===== src/rtl/cpu_controller.sv =====
// cpu_controller: multi-cycle control FSM for the CompactRISC16 datapath.
// Sequences each instruction through FETCH, DECODE, EXECUTE and, for memory
// instructions, MEM and WRITEBACK. The state is registered; every output is
// decoded combinationally from the state, the instruction register and the
// memory/condition inputs, and is forced low while reset is held.
module cpu_controller #(
   parameter int P_WIDTH = 16
) (
   input  logic               I_CLK,
   input  logic               I_RESET,
   input  logic [P_WIDTH-1:0] I_IR,
   input  logic               I_MEM_READY,
   input  logic               I_COND_TRUE,
   output logic               O_IR_EN,
   output logic               O_PC_EN,
   output logic [1:0]         O_PC_SEL,
   output logic               O_RF_WE,
   output logic [1:0]         O_WB_SEL,
   output logic               O_FLAGS_EN,
   output logic               O_MEM_ADDR_SEL,
   output logic               O_MEM_WE,
   output logic [2:0]         O_STATE
);

   typedef enum logic [2:0] {
      ST_FETCH     = 3'd0,
      ST_DECODE    = 3'd1,
      ST_EXECUTE   = 3'd2,
      ST_MEM       = 3'd3,
      ST_WRITEBACK = 3'd4
   } state_t;

   typedef enum logic [2:0] {
      CLS_ALU,
      CLS_CMP,
      CLS_NOP,
      CLS_LOAD,
      CLS_STOR,
      CLS_JAL,
      CLS_JCOND,
      CLS_BCOND
   } cls_t;

   // Mux-select encodings shared with the datapath.
   localparam logic [1:0] PC_INC  = 2'b00;
   localparam logic [1:0] PC_DISP = 2'b01;
   localparam logic [1:0] PC_REG  = 2'b10;
   localparam logic [1:0] WB_ALU  = 2'b00;
   localparam logic [1:0] WB_MEM  = 2'b01;
   localparam logic [1:0] WB_LINK = 2'b10;

   state_t     state_reg;
   state_t     state_next;
   cls_t       ir_cls;
   logic [3:0] opcode;
   logic [3:0] opext;

   // Register/immediate fields are consumed by the datapath, not by control.
   logic       unused_ir_bits;

   assign opcode         = I_IR[15:12];
   assign opext          = I_IR[7:4];
   assign unused_ir_bits = ^{I_IR[11:8], I_IR[3:0]};

   // Classify the instruction held in the IR; only meaningful from DECODE on.
   always_comb begin
      ir_cls = CLS_ALU;
      if (opcode == 4'b0100) begin
         case (opext)
            4'b0000: ir_cls = CLS_LOAD;
            4'b0100: ir_cls = CLS_STOR;
            4'b1000: ir_cls = CLS_JAL;
            4'b1100: ir_cls = CLS_JCOND;
            default: ir_cls = CLS_NOP;
         endcase
      end else if (opcode == 4'b1100) begin
         ir_cls = CLS_BCOND;
      end else if (opcode == 4'b1011 || (opcode == 4'b0000 && opext == 4'b1011)) begin
         ir_cls = CLS_CMP;
      end
   end

   // Next-state and output decode; reset masks every output in the same cycle.
   always_comb begin
      state_next     = state_reg;
      O_IR_EN        = 1'b0;
      O_PC_EN        = 1'b0;
      O_PC_SEL       = PC_INC;
      O_RF_WE        = 1'b0;
      O_WB_SEL       = WB_ALU;
      O_FLAGS_EN     = 1'b0;
      O_MEM_ADDR_SEL = 1'b0;
      O_MEM_WE       = 1'b0;
      O_STATE        = state_reg;

      case (state_reg)
         ST_FETCH: begin
            if (I_MEM_READY) begin
               O_IR_EN    = 1'b1;
               state_next = ST_DECODE;
            end
         end

         ST_DECODE: begin
            if (ir_cls == CLS_LOAD || ir_cls == CLS_STOR) begin
               state_next = ST_MEM;
            end else begin
               state_next = ST_EXECUTE;
            end
         end

         ST_EXECUTE: begin
            O_PC_EN    = 1'b1;
            state_next = ST_FETCH;
            case (ir_cls)
               CLS_ALU: begin
                  O_RF_WE    = 1'b1;
                  O_WB_SEL   = WB_ALU;
                  O_FLAGS_EN = 1'b1;
               end
               CLS_CMP:   O_FLAGS_EN = 1'b1;
               CLS_BCOND: O_PC_SEL   = I_COND_TRUE ? PC_DISP : PC_INC;
               CLS_JCOND: O_PC_SEL   = I_COND_TRUE ? PC_REG : PC_INC;
               CLS_JAL: begin
                  O_RF_WE  = 1'b1;
                  O_WB_SEL = WB_LINK;
                  O_PC_SEL = PC_REG;
               end
               default: O_PC_SEL = PC_INC;
            endcase
         end

         ST_MEM: begin
            O_MEM_ADDR_SEL = 1'b1;
            if (ir_cls == CLS_STOR) begin
               // The write strobe is held for the whole wait, not just the final cycle.
               O_MEM_WE = 1'b1;
               if (I_MEM_READY) begin
                  O_PC_EN    = 1'b1;
                  state_next = ST_FETCH;
               end
            end else if (I_MEM_READY) begin
               state_next = ST_WRITEBACK;
            end
         end

         ST_WRITEBACK: begin
            O_RF_WE    = 1'b1;
            O_WB_SEL   = WB_MEM;
            O_PC_EN    = 1'b1;
            state_next = ST_FETCH;
         end

         default: state_next = ST_FETCH;
      endcase

      if (I_RESET) begin
         O_IR_EN        = 1'b0;
         O_PC_EN        = 1'b0;
         O_PC_SEL       = PC_INC;
         O_RF_WE        = 1'b0;
         O_WB_SEL       = WB_ALU;
         O_FLAGS_EN     = 1'b0;
         O_MEM_ADDR_SEL = 1'b0;
         O_MEM_WE       = 1'b0;
         O_STATE        = 3'd0;
      end
   end

   // State register; reset aborts any instruction in flight and restarts fetch.
   always_ff @(posedge I_CLK) begin
      if (I_RESET) begin
         state_reg <= ST_FETCH;
      end else begin
         state_reg <= state_next;
      end
   end

endmodule


===== config.mk =====
export PLATFORM = sky130hd
export DESIGN_NAME = cpu_controller
export DESIGN_NICKNAME = d
export VERILOG_FILES = /design/src/rtl/cpu_controller.sv
export SDC_FILE = /design/constraint.sdc
export NUM_CORES = 1
export LEC_CHECK = 0
export ABC_CLOCK_PERIOD_IN_PS = 2600
export CAP_MARGIN = 20
export CORE_AREA = 2 2 39 41
export CTS_CLUSTER_SIZE = 8
export DETAILED_ROUTE_END_ITERATION = 10
export DIE_AREA = 0 0 41 43
export PLACE_DENSITY = 0.67
export SLEW_MARGIN = 30
export SYNTH_ARGS = -nofsm -noshare
export SYNTH_HDL_FRONTEND = slang
export SYNTH_SLANG_ARGS = --single-unit

===== constraint.sdc =====
create_clock -name I_CLK -period 2.6 [get_ports I_CLK]
set_input_delay 0.52 -clock I_CLK [delete_from_list [all_inputs] [get_ports I_CLK]]
set_output_delay 0.52 -clock I_CLK [all_outputs]
set_load 0.1 [all_outputs]

==> results of run 1 <==
[final timing paths]
kind,startpoint,to,slack [ns],depth (start not counted)
worst max-delay path,I_IR[13],O_PC_EN,-0.11,6
worst min-delay path,state_reg[1]$_SDFFE_PP0P_,state_reg[0]$_SDFFE_PP0P_,0.52,2
worst max register to register,state_reg[1]$_SDFFE_PP0P_,state_reg[2]$_SDFFE_PP0P_,1.34,6
worst min register to register,state_reg[1]$_SDFFE_PP0P_,state_reg[0]$_SDFFE_PP0P_,0.52,2
[worst reg2reg max path: cells and delay by family (launching register included)]
kind                   cells  cell delay [ns]
AND/OR/NAND/NOR            4             0.54
flip-flops                 1             0.40
buffers and inverters      2             0.27
[synthesized netlist by cell type]
cell,instances
or3_4,1
or2_2,1
nor2_1,5
o21ai_1,1
or3_1,2
nand4b_1,1
dfxtp_1,3
nor4b_1,1
nor2b_1,3
nand3_1,1
nand2_1,3
nand2b_1,2
a31oi_1,1
o21ai_0,2
or4_4,1
or3b_1,1
nor3_1,4
and2_1,3
a41oi_1,1
a211oi_1,1
inv_1,3
a21oi_1,1
and3_1,1
[metrics by stage]
step                hold slack (ns)  std cells
floorplan                     0.468         43
detailed placement            0.500         94
CTS                           0.508         99
finish                        0.519         99
global placement              0.499         94
global route                  0.558         99
[what timing repair did]
action | in CTS | in global routing
pin swaps | 6 | 6
resized for setup | 19 | 3
setup buffers | 1 | 0
endpoints found under the setup margin | 5 | 5
cloned | 0 | 0
[layout make-up]
type | count | area, sq um | area share [%]
clock buffers | 4 | 26.3 | 2.96
inverters | 3 | 11.3 | 1.27
multi-input cells | 37 | 300 | 33.9
flip-flops and latches | 3 | 60.1 | 6.77
well taps | 16 | 20.0 | 2.26
repair buffers | 36 | 469 | 52.9
[per-layer routing]
layer  share of wire [%]  GRT usage [%]
met2                  54           24.1
met3                 8.3           3.66
met5                   0              0
met1                  37           14.8
met4                   0           4.00
[power breakdown]
group / switching [W] / internal (W) / leakage [nW] / total [W]
Combinational: 0.0000572 / 0.0000470 / 0.351 / 0.000104
Clock: 0.0000251 / 0.0000576 / 0.0150 / 0.0000827
Sequential: 0.00000439 / 0.0000489 / 0.0246 / 0.0000533
[cells by family (layout without fill, tap and decap cells)]
group                  count (synthesis)  after routing
DFF                                    3              3
buffers and inverters                  3             43
and+or+nand+nor                       30             30
AOI/OAI and AO/OA                      7              7
==> impl_metrics.tcl, run 1 <==
set metrics [dict create \
    status "finished, violations left" \
    failed_checks "negative setup slack" \
    mostFrequentLayoutCell "buf_12" \
    layout-drive-gt1-share_pct 55.4 \
    path_class "in -> out" \
    tns_ns -0.324 \
    grt_pass1_vias 458 \
    grt_pass1_wl_mm 1.68 \
    cts_buffer_depth 2 \
    place_congestion 0.707 \
    pre_cts_ws_ns -0.490 \
    grt_start_max_net_pins 9 \
    p_leak_nw 0.391 \
    cpLargestDelayFamily "simple AND/OR/NAND/NOR gates" \
    crit_arrival_ns 2.19 \
    cts_root_buf "clkbuf_4" \
    synth_top_family_by_area "simple AND/OR/NAND/NOR gates" \
    worst_pin_slew_ns 0.319 \
    grt_antenna_before_repair 0 \
    synth-adder-area-share_pct 0 \
    gr-total-overflow 0 \
    synth_top_area_cell "dfxtp_1" \
    grtUsageTotal_pct 13.7 \
    finalWorstSetupSlack_ns -0.112 \
    min_path_type "reg -> reg" \
    slew_headroom_pct 78.5 \
    row_count 14 \
    ant_nets 0 \
    avgSynthCellArea_sq_um 6.81 \
    crit_path_end_kind "primary output" \
    hold_buffers 0 \
    p_per_area_nw_per_um2 271 \
    final.period_utilization_pct 104 \
    core_area_sq_um 1380 \
    crit_buf_inv 2 \
    setup_viol 5 \
    cts_buffers 3 \
    synthCells 43 \
    hold_violations 0 \
    critPathRequiredTime_ns 2.08 \
    n_fill_cell 118 \
    start_util_pct 21.2 \
    ys_warn_count 0 \
    syn2layout_area_growth_pct 203 \
    skew_ns 0.00115 \
    final_cell_mix "buf_12 (13), buf_4 (10), nor2_1 (5), clkdlybuf4s50_1 (5), buf_6 (4)" \
    synth.distinct_cells 23 \
    syn_nets 63 \
    synthSimpleGateAreaFrac_pct 61.1 \
    cts_tree "built" \
    slew_viol_final 0 \
    synth_seq_area_share_pct 20.5 \
    htree_num_levels 1 \
    final_core_util_pct 64.1 \
    viasPerCell 4.70 \
    fin_crit_ns 2.71 \
    start_kind "input port" \
    p_total_w 0.000240 \
    synthesis.area_sq_um 293 \
    num_io_pins 33 \
    die_y_microns 43 \
    synth_compound_area_share_pct 14.5 \
    nNetsFinal 104 \
    crit_path_max_fanout 3 \
    n_antenna_cell 0 \
    synthMuxAreaShare_pct 0 \
    chipWidth_microns 41 \
    avgRoutedWirePerCell_microns 10.6 \
    synth_area_leaders "dfxtp_1 (21%), nor3_1 (6.8%), and2_1 (6.4%)" \
    synth_seq_cells 3 \
    clock.fmax_mhz 369 \
    drc 0 \
    detailed_place_hpwl_microns 837 \
    clkLatencyLatePin_ns 0.23 \
    design_area_sq_um 887 \
    synth_top_cell_area_share_pct 20.5 \
    maxCapViolations 0 \
    io_buffers 24 \
    clk_pin_slew_ns 0.04 \
    totalWireLength_mm 1.05 \
    ir_drop_mv 0.159 \
    numClockSinks 3 \
    synth_xor_area_share_pct 0 \
    vias 465 \
    fp.dieArea_sq_um 1760 \
    place_area_sq_um 827 \
    crit_path_top_delay_cell "or4_4" \
    largest_reg_flops 3 \
    slowest_delay_ns 0.43 \
    detail_route.iter0.violations 6 \
    cp_cell_sequence "buf_6 -> or3b_4 -> or4_4 -> or3_4 -> o21ai_4 -> buf_12" \
    drt-pass1-iter-count 2 \
    rsz0062_at_grt "yes" \
]
(Power assumes the default switching activity.)
==> run 2: changes to the inputs <==
--- a/config.mk
+++ b/config.mk
@@ -5,7 +5,7 @@
 export SDC_FILE = /design/constraint.sdc
 export NUM_CORES = 1
 export LEC_CHECK = 0
-export ABC_CLOCK_PERIOD_IN_PS = 2600
+export ABC_CLOCK_PERIOD_IN_PS = 3300
 export CAP_MARGIN = 20
 export CORE_AREA = 2 2 39 41
 export CTS_CLUSTER_SIZE = 8
==> constraint.sdc (replaced) <==
create_clock -name I_CLK -period 3.3 [get_ports I_CLK]
set_input_delay 0.66 -clock I_CLK [delete_from_list [all_inputs] [get_ports I_CLK]]
set_output_delay 0.66 -clock I_CLK [all_outputs]
set_load 0.1 [all_outputs]
==> run 2 against run 1 <==
The flow now finishes without violations. First-iteration DRC count shrank 33%. Cell count shrank 5.1%. Cell area shrank 15%. Global-route usage shrank 2.0 points. Clock skew is essentially flat. Sequential share of layout area grew 1.2 points.
==> impl_metrics.tcl, run 2 (same netlist as run 1, synthesis figures left out) <==
set metrics [dict create \
    fin_crit_ns 3.23 \
    worst_hold_startpoint "state_reg[1]$_SDFFE_PP0P_" \
    crit_arrival_ns 2.57 \
    clkLatencyLatePin_ns 0.24 \
    cts_buffers 3 \
    grt_pass1_vias 375 \
    largest_reg_flops 3 \
    nNetsFinal 99 \
    maxCapViolations 0 \
    design_area_sq_um 757 \
    slew_viol_final 0 \
    core_area_sq_um 1380 \
    syn2layout_area_growth_pct 159 \
    mostFrequentLayoutCell "buf_4" \
    hold_violations 0 \
    final_cell_mix "buf_4 (11), buf_12 (9), clkdlybuf4s50_1 (8)" \
    grt_start_max_net_pins 9 \
    grt_pass1_wl_mm 1.45 \
    chipWidth_microns 41 \
    min_path_type "reg -> reg" \
    skew_ns 0.00158 \
    final_core_util_pct 54.7 \
    path_class "in -> out" \
    holdPathStages 2 \
    setup_viol 0 \
    hold_buffers 0 \
    grt_antenna_before_repair 0 \
    status "complete, no violations" \
    critPathRequiredTime_ns 2.64 \
    slew_headroom_pct 75.3 \
    n_antenna_cell 0 \
    die_y_microns 43 \
    numClockSinks 3 \
    detail_route.iter0.violations 4 \
    cts_buffer_depth 2 \
    io_buffers 24 \
    vias 440 \
    place_area_sq_um 727 \
    worst_pin_slew_ns 0.366 \
    ir_drop_mv 0.118 \
    rrSetupSlack_ns 2.20 \
    viasPerCell 4.68 \
    worstRegToRegCells 4 \
    start_kind "input port" \
    clk_pin_slew_ns 0.04 \
    place_congestion 0.713 \
    totalWireLength_microns 984 \
    final.period_utilization_pct 98.0 \
    start_util_pct 21.2 \
    rsz0062_at_grt "no" \
    fp.dieArea_sq_um 1760 \
    pre_cts_ws_ns -0.0711 \
    grtUsageTotal_pct 11.6 \
    finalWorstSetupSlack_ns 0.0672 \
    clock.fmax_mhz 309 \
    crit_path_end_kind "primary output" \
    post-cts-setup-buffers 0 \
    p_leak_nw 0.319 \
    regToRegEndpoint "state_reg[2]$_SDFFE_PP0P_" \
    crit_path_max_fanout 3 \
    gr-total-overflow 0 \
    r2r_start "state_reg[1]$_SDFFE_PP0P_" \
    detailed_place_hpwl_microns 782 \
    avgRoutedWirePerCell_microns 10.5 \
    p_per_area_nw_per_um2 236 \
    num_io_pins 33 \
    cts_tree "built" \
    min_to "state_reg[0]$_SDFFE_PP0P_" \
    cts_root_buf "clkbuf_4" \
    row_count 14 \
    drt-pass1-iter-count 4 \
    layout-drive-gt1-share_pct 43.6 \
    ant_nets 0 \
    drc 0 \
    htree_num_levels 1 \
]
-- run 2: how the worst max path moves through the flow --
stage	start	end	slack [ns]	cells after the start
after global routing	I_IR[12]	O_PC_EN	0.02	6
final	I_IR[12]	O_PC_EN	0.07	6
after global placement	I_IR[14]	O_PC_EN	-0.05	6
after floorplan	I_IR[13]	O_RF_WE	-0.54	4
after detailed placement	I_IR[14]	O_PC_EN	-0.07	6
after CTS	I_IR[12]	O_PC_EN	0.009	6
-- run 2: repair_timing --
action / CTS / global route
pin swaps: 4 / 1
setup endpoints to repair: 1 / 2
resized for setup: 4 / 0
-- run 2: area by class of cell --
cell class,instances,area (sq um)
Clock buffer,4,26.3
Fill cell,136,627
Inverter,3,11.3
Multi-Input combinational cell,37,270
Sequential cell,3,60.1
Tap cell,16,20.0
Timing Repair Buffer,31,369
-- run 2: power breakdown --
group,switching (W),leakage [nW],internal [W]
Clock,0.0000206,0.0150,0.0000454
Combinational,0.0000424,0.280,0.0000286
Sequential,0.00000325,0.0246,0.0000385
-- run 2: stage by stage --
stage	TNS, ns	total power [W]	std cells	hold slack [ns]
after CTS	0	0.000181	94	0.511
after global placement	-0.0487	0.000113	90	0.507
after global routing	0	0.000187	94	0.551
after detailed placement	-0.0711	0.000114	90	0.508
after floorplan	-0.856	0.0000806	43	0.468
final	0	0.000179	94	0.519
-- run 2: critical path, stage by stage --
cell and delay (ns):
dlygate4sd2_1 0.24, or3b_1 0.39, or4_4 0.55, or3_4 0.38
o21ai_4 0.17, buf_12 0.19
-- run 2: routing by layer --
layer | vias to the layer above | share of wire, % | GRT usage [%]
li1 | 227 | - | -
met1 | 194 | 40 | 13.1
met2 | 19 | 52 | 20.3
met3 | 0 | 8.9 | 3.66
met4 | 0 | 0 | 2.00
met5 | - | 0 | 0
==> variant (config.mk and constraints of run 2) <==
Put a register stage on the output `O_FLAGS_EN`, with the module's reset. The value now appears one clock later. The other outputs are not delayed to match.
--- a/src/rtl/cpu_controller.sv
+++ b/src/rtl/cpu_controller.sv
@@ -51,2 +51,4 @@
 
+   logic O_FLAGS_EN_d;
+
    state_t     state_reg;
@@ -90,3 +92,3 @@
       O_WB_SEL       = WB_ALU;
-      O_FLAGS_EN     = 1'b0;
+      O_FLAGS_EN_d   = 1'b0;
       O_MEM_ADDR_SEL = 1'b0;
@@ -118,5 +120,5 @@
                   O_WB_SEL   = WB_ALU;
-                  O_FLAGS_EN = 1'b1;
+                  O_FLAGS_EN_d = 1'b1;
                end
-               CLS_CMP:   O_FLAGS_EN = 1'b1;
+               CLS_CMP:   O_FLAGS_EN_d = 1'b1;
                CLS_BCOND: O_PC_SEL   = I_COND_TRUE ? PC_DISP : PC_INC;
@@ -162,3 +164,3 @@
          O_WB_SEL       = WB_ALU;
-         O_FLAGS_EN     = 1'b0;
+         O_FLAGS_EN_d   = 1'b0;
          O_MEM_ADDR_SEL = 1'b0;
@@ -178,2 +180,10 @@
 
+   always_ff @(posedge I_CLK) begin
+      if (I_RESET) begin
+         O_FLAGS_EN <= '0;
+      end else begin
+         O_FLAGS_EN <= O_FLAGS_EN_d;
+      end
+   end
+
 endmodule
Function: changed (Yosys sat finds a counterexample within 4 cycles, from zero or initial values and one cycle with I_RESET high).
==> variant against run 2 <==
Sequential share of layout area rose by 2.0 points; first-iteration DRC count did not move; maximum frequency rose by 6.7%; routed wire length rose by 24%; synthesized area rose by 43%; critical path type unchanged; power rose by 10%; sequential cell count rose by 1; worst setup slack improved by 0.20 ns; largest power group unchanged; design area rose by 6.6%; combinational power rose by 16%; via count rose by 23%.
==> variant: results (changes against run 2) <==
Timing
  • Worst-margin pin slew: 0.336 ns (-0.0294 ns)
  • Post-Route Skew: 0.0105 ns (+0.00888 ns)
  • Hold slack: 0.572 ns (+0.0529 ns)

Final layout
  • FF/Latch Area: 80.1 sq um (+33%)
  • Layout Cells excl Fill: 104 (+11%)
  • Share of layout cells above drive strength 1: 36.4% (-7.2 points)
  • Fin nets: 110 (+11%)

Clock tree
  • Clock Tree Root: clkbuf_4
  • # resized after CTS: 0 (-4)
  • Later-pin clock latency in the skew report: 0.23 ns

Worst setup path
  • WP data arrival: 2.37 ns (-0.20 ns)
  • Critical path's slowest cell: clkdlybuf4s50_1
  • Crit Path Max Fanout: 6 (+3)
  • CP delay by family, top: buffers and inverters
  • Reg2Reg Setup Slack: 2.00 ns (-0.20 ns)
  • Max incr delay on CP: 0.51 ns (-0.04 ns)
  • R2R depth: 3 (-1)

Pwr
  • Leak: 0.000315 uW (-1.3%)
  • Max VDD drop: 174 uV (+48%)
  • Int Power: 123 uW (+9.1%)

Global route
  • First-pass GRT wire length: 1980 microns (+37%)
  • Largest net degree at the start of global routing: 8 (-1)
  • Vias in the first global route: 499 (+33%)
  • GRT Overall Usage: 15.7% (+4.1 points)

Min path
  • Hold Path Sink: state_reg[1]
  • Hold Path Depth: 1 (-1)
  • Hold_sp: state_reg[0]

Drt
  • Via-to-Cell Ratio: 5.21 (+11%)
  • Initial DRC count: 4 (unchanged)

Placed design
  • Area after DPL: 785 sq um (+7.9%)
  • Post-DP HPWL: 989 microns (+27%)
  • GPL Wtd Cong: 0.725 (+1.7%)
  • Setup WS pre-CTS: 0.285 ns (+0.356 ns)

Outcome
  • Status: finished, final reports clean

Logic synthesis
  • Post-synthesis cell count: 59 (+37%)
  • Register area share after synthesis: 19.1% (-1.4 points)
  • Synth top area cells: dfxtp_1 19%, nor3_1 8.4%, nand2_1 7.2%
  • Cell variety after synth: 28 (+22%)
  • Top post-synthesis cells by count: 8 x nand2_1, 7 x nor2_1, 7 x nor3_1, 4 x dfxtp_1, 4 x o21ai_0
  • Syn nets: 79 (+25%)
-- variant: cell types whose count changed after synthesis, sizes merged, moves of 2 or more --
cell,run 2,this run
or3,3,1
nand4,0,2
nor2,5,8
nor3,4,7
nand2,3,8
o21ai,3,6
-- variant: layout make-up --
type,instances,area share [%]
multi-input combinational,53,43.9
timing repair buffer,26,40.0
sequential,4,9.92
clock buffer,3,2.79
tap,16,2.48
inverter,2,0.930
-- variant: kinds of logic (layout without fill, tap and decap cells) --
family / Yosys count / after routing / synth area share [%]
XOR/XNOR: 1 / 1 / 2.09
AND/OR/NAND/NOR: 38 / 38 / 51.9
flip-flops: 4 / 4 / 19.1
buffers and inverters: 2 / 31 / 1.79
AO/OA/AOI/OAI: 14 / 14 / 25.1
-- variant: worst max path at each step --
| stage | start | end | slack [ns] | cells after the start |
|---|---|---|---|---|
| 2_1_floorplan | I_RESET | O_RF_WE | -0.43 | 4 |
| 3_3_place_gp | I_IR[4] | O_PC_SEL[0] | 0.28 | 6 |
| 3_5_place_dp | I_IR[4] | O_PC_SEL[0] | 0.29 | 6 |
| 4_1_cts | I_IR[4] | O_PC_SEL[0] | 0.27 | 6 |
| 5_1_grt | I_IR[4] | O_PC_EN | 0.22 | 6 |
| 6_report | I_IR[4] | O_PC_SEL[0] | 0.27 | 6 |
-- variant: power groups by stage --
stage | Combinational [uW] | Sequential [uW] | Clock [uW]
2_1_floorplan | 45.7 | 57.1 | 0
3_3_place_gp | 81.9 | 54.8 | 0
3_5_place_dp | 82.3 | 54.9 | 0
4_1_cts | 82.6 | 54.2 | 65.0
5_1_grt | 87.2 | 55.0 | 68.9
6_report | 82.7 | 54.3 | 60.2
-- variant: metal layers --
metal,part of all wire [%],track usage (%)
met5,0,0
met4,0,0
met3,8.9,6.28
met2,50,27.5
met1,41,18.2
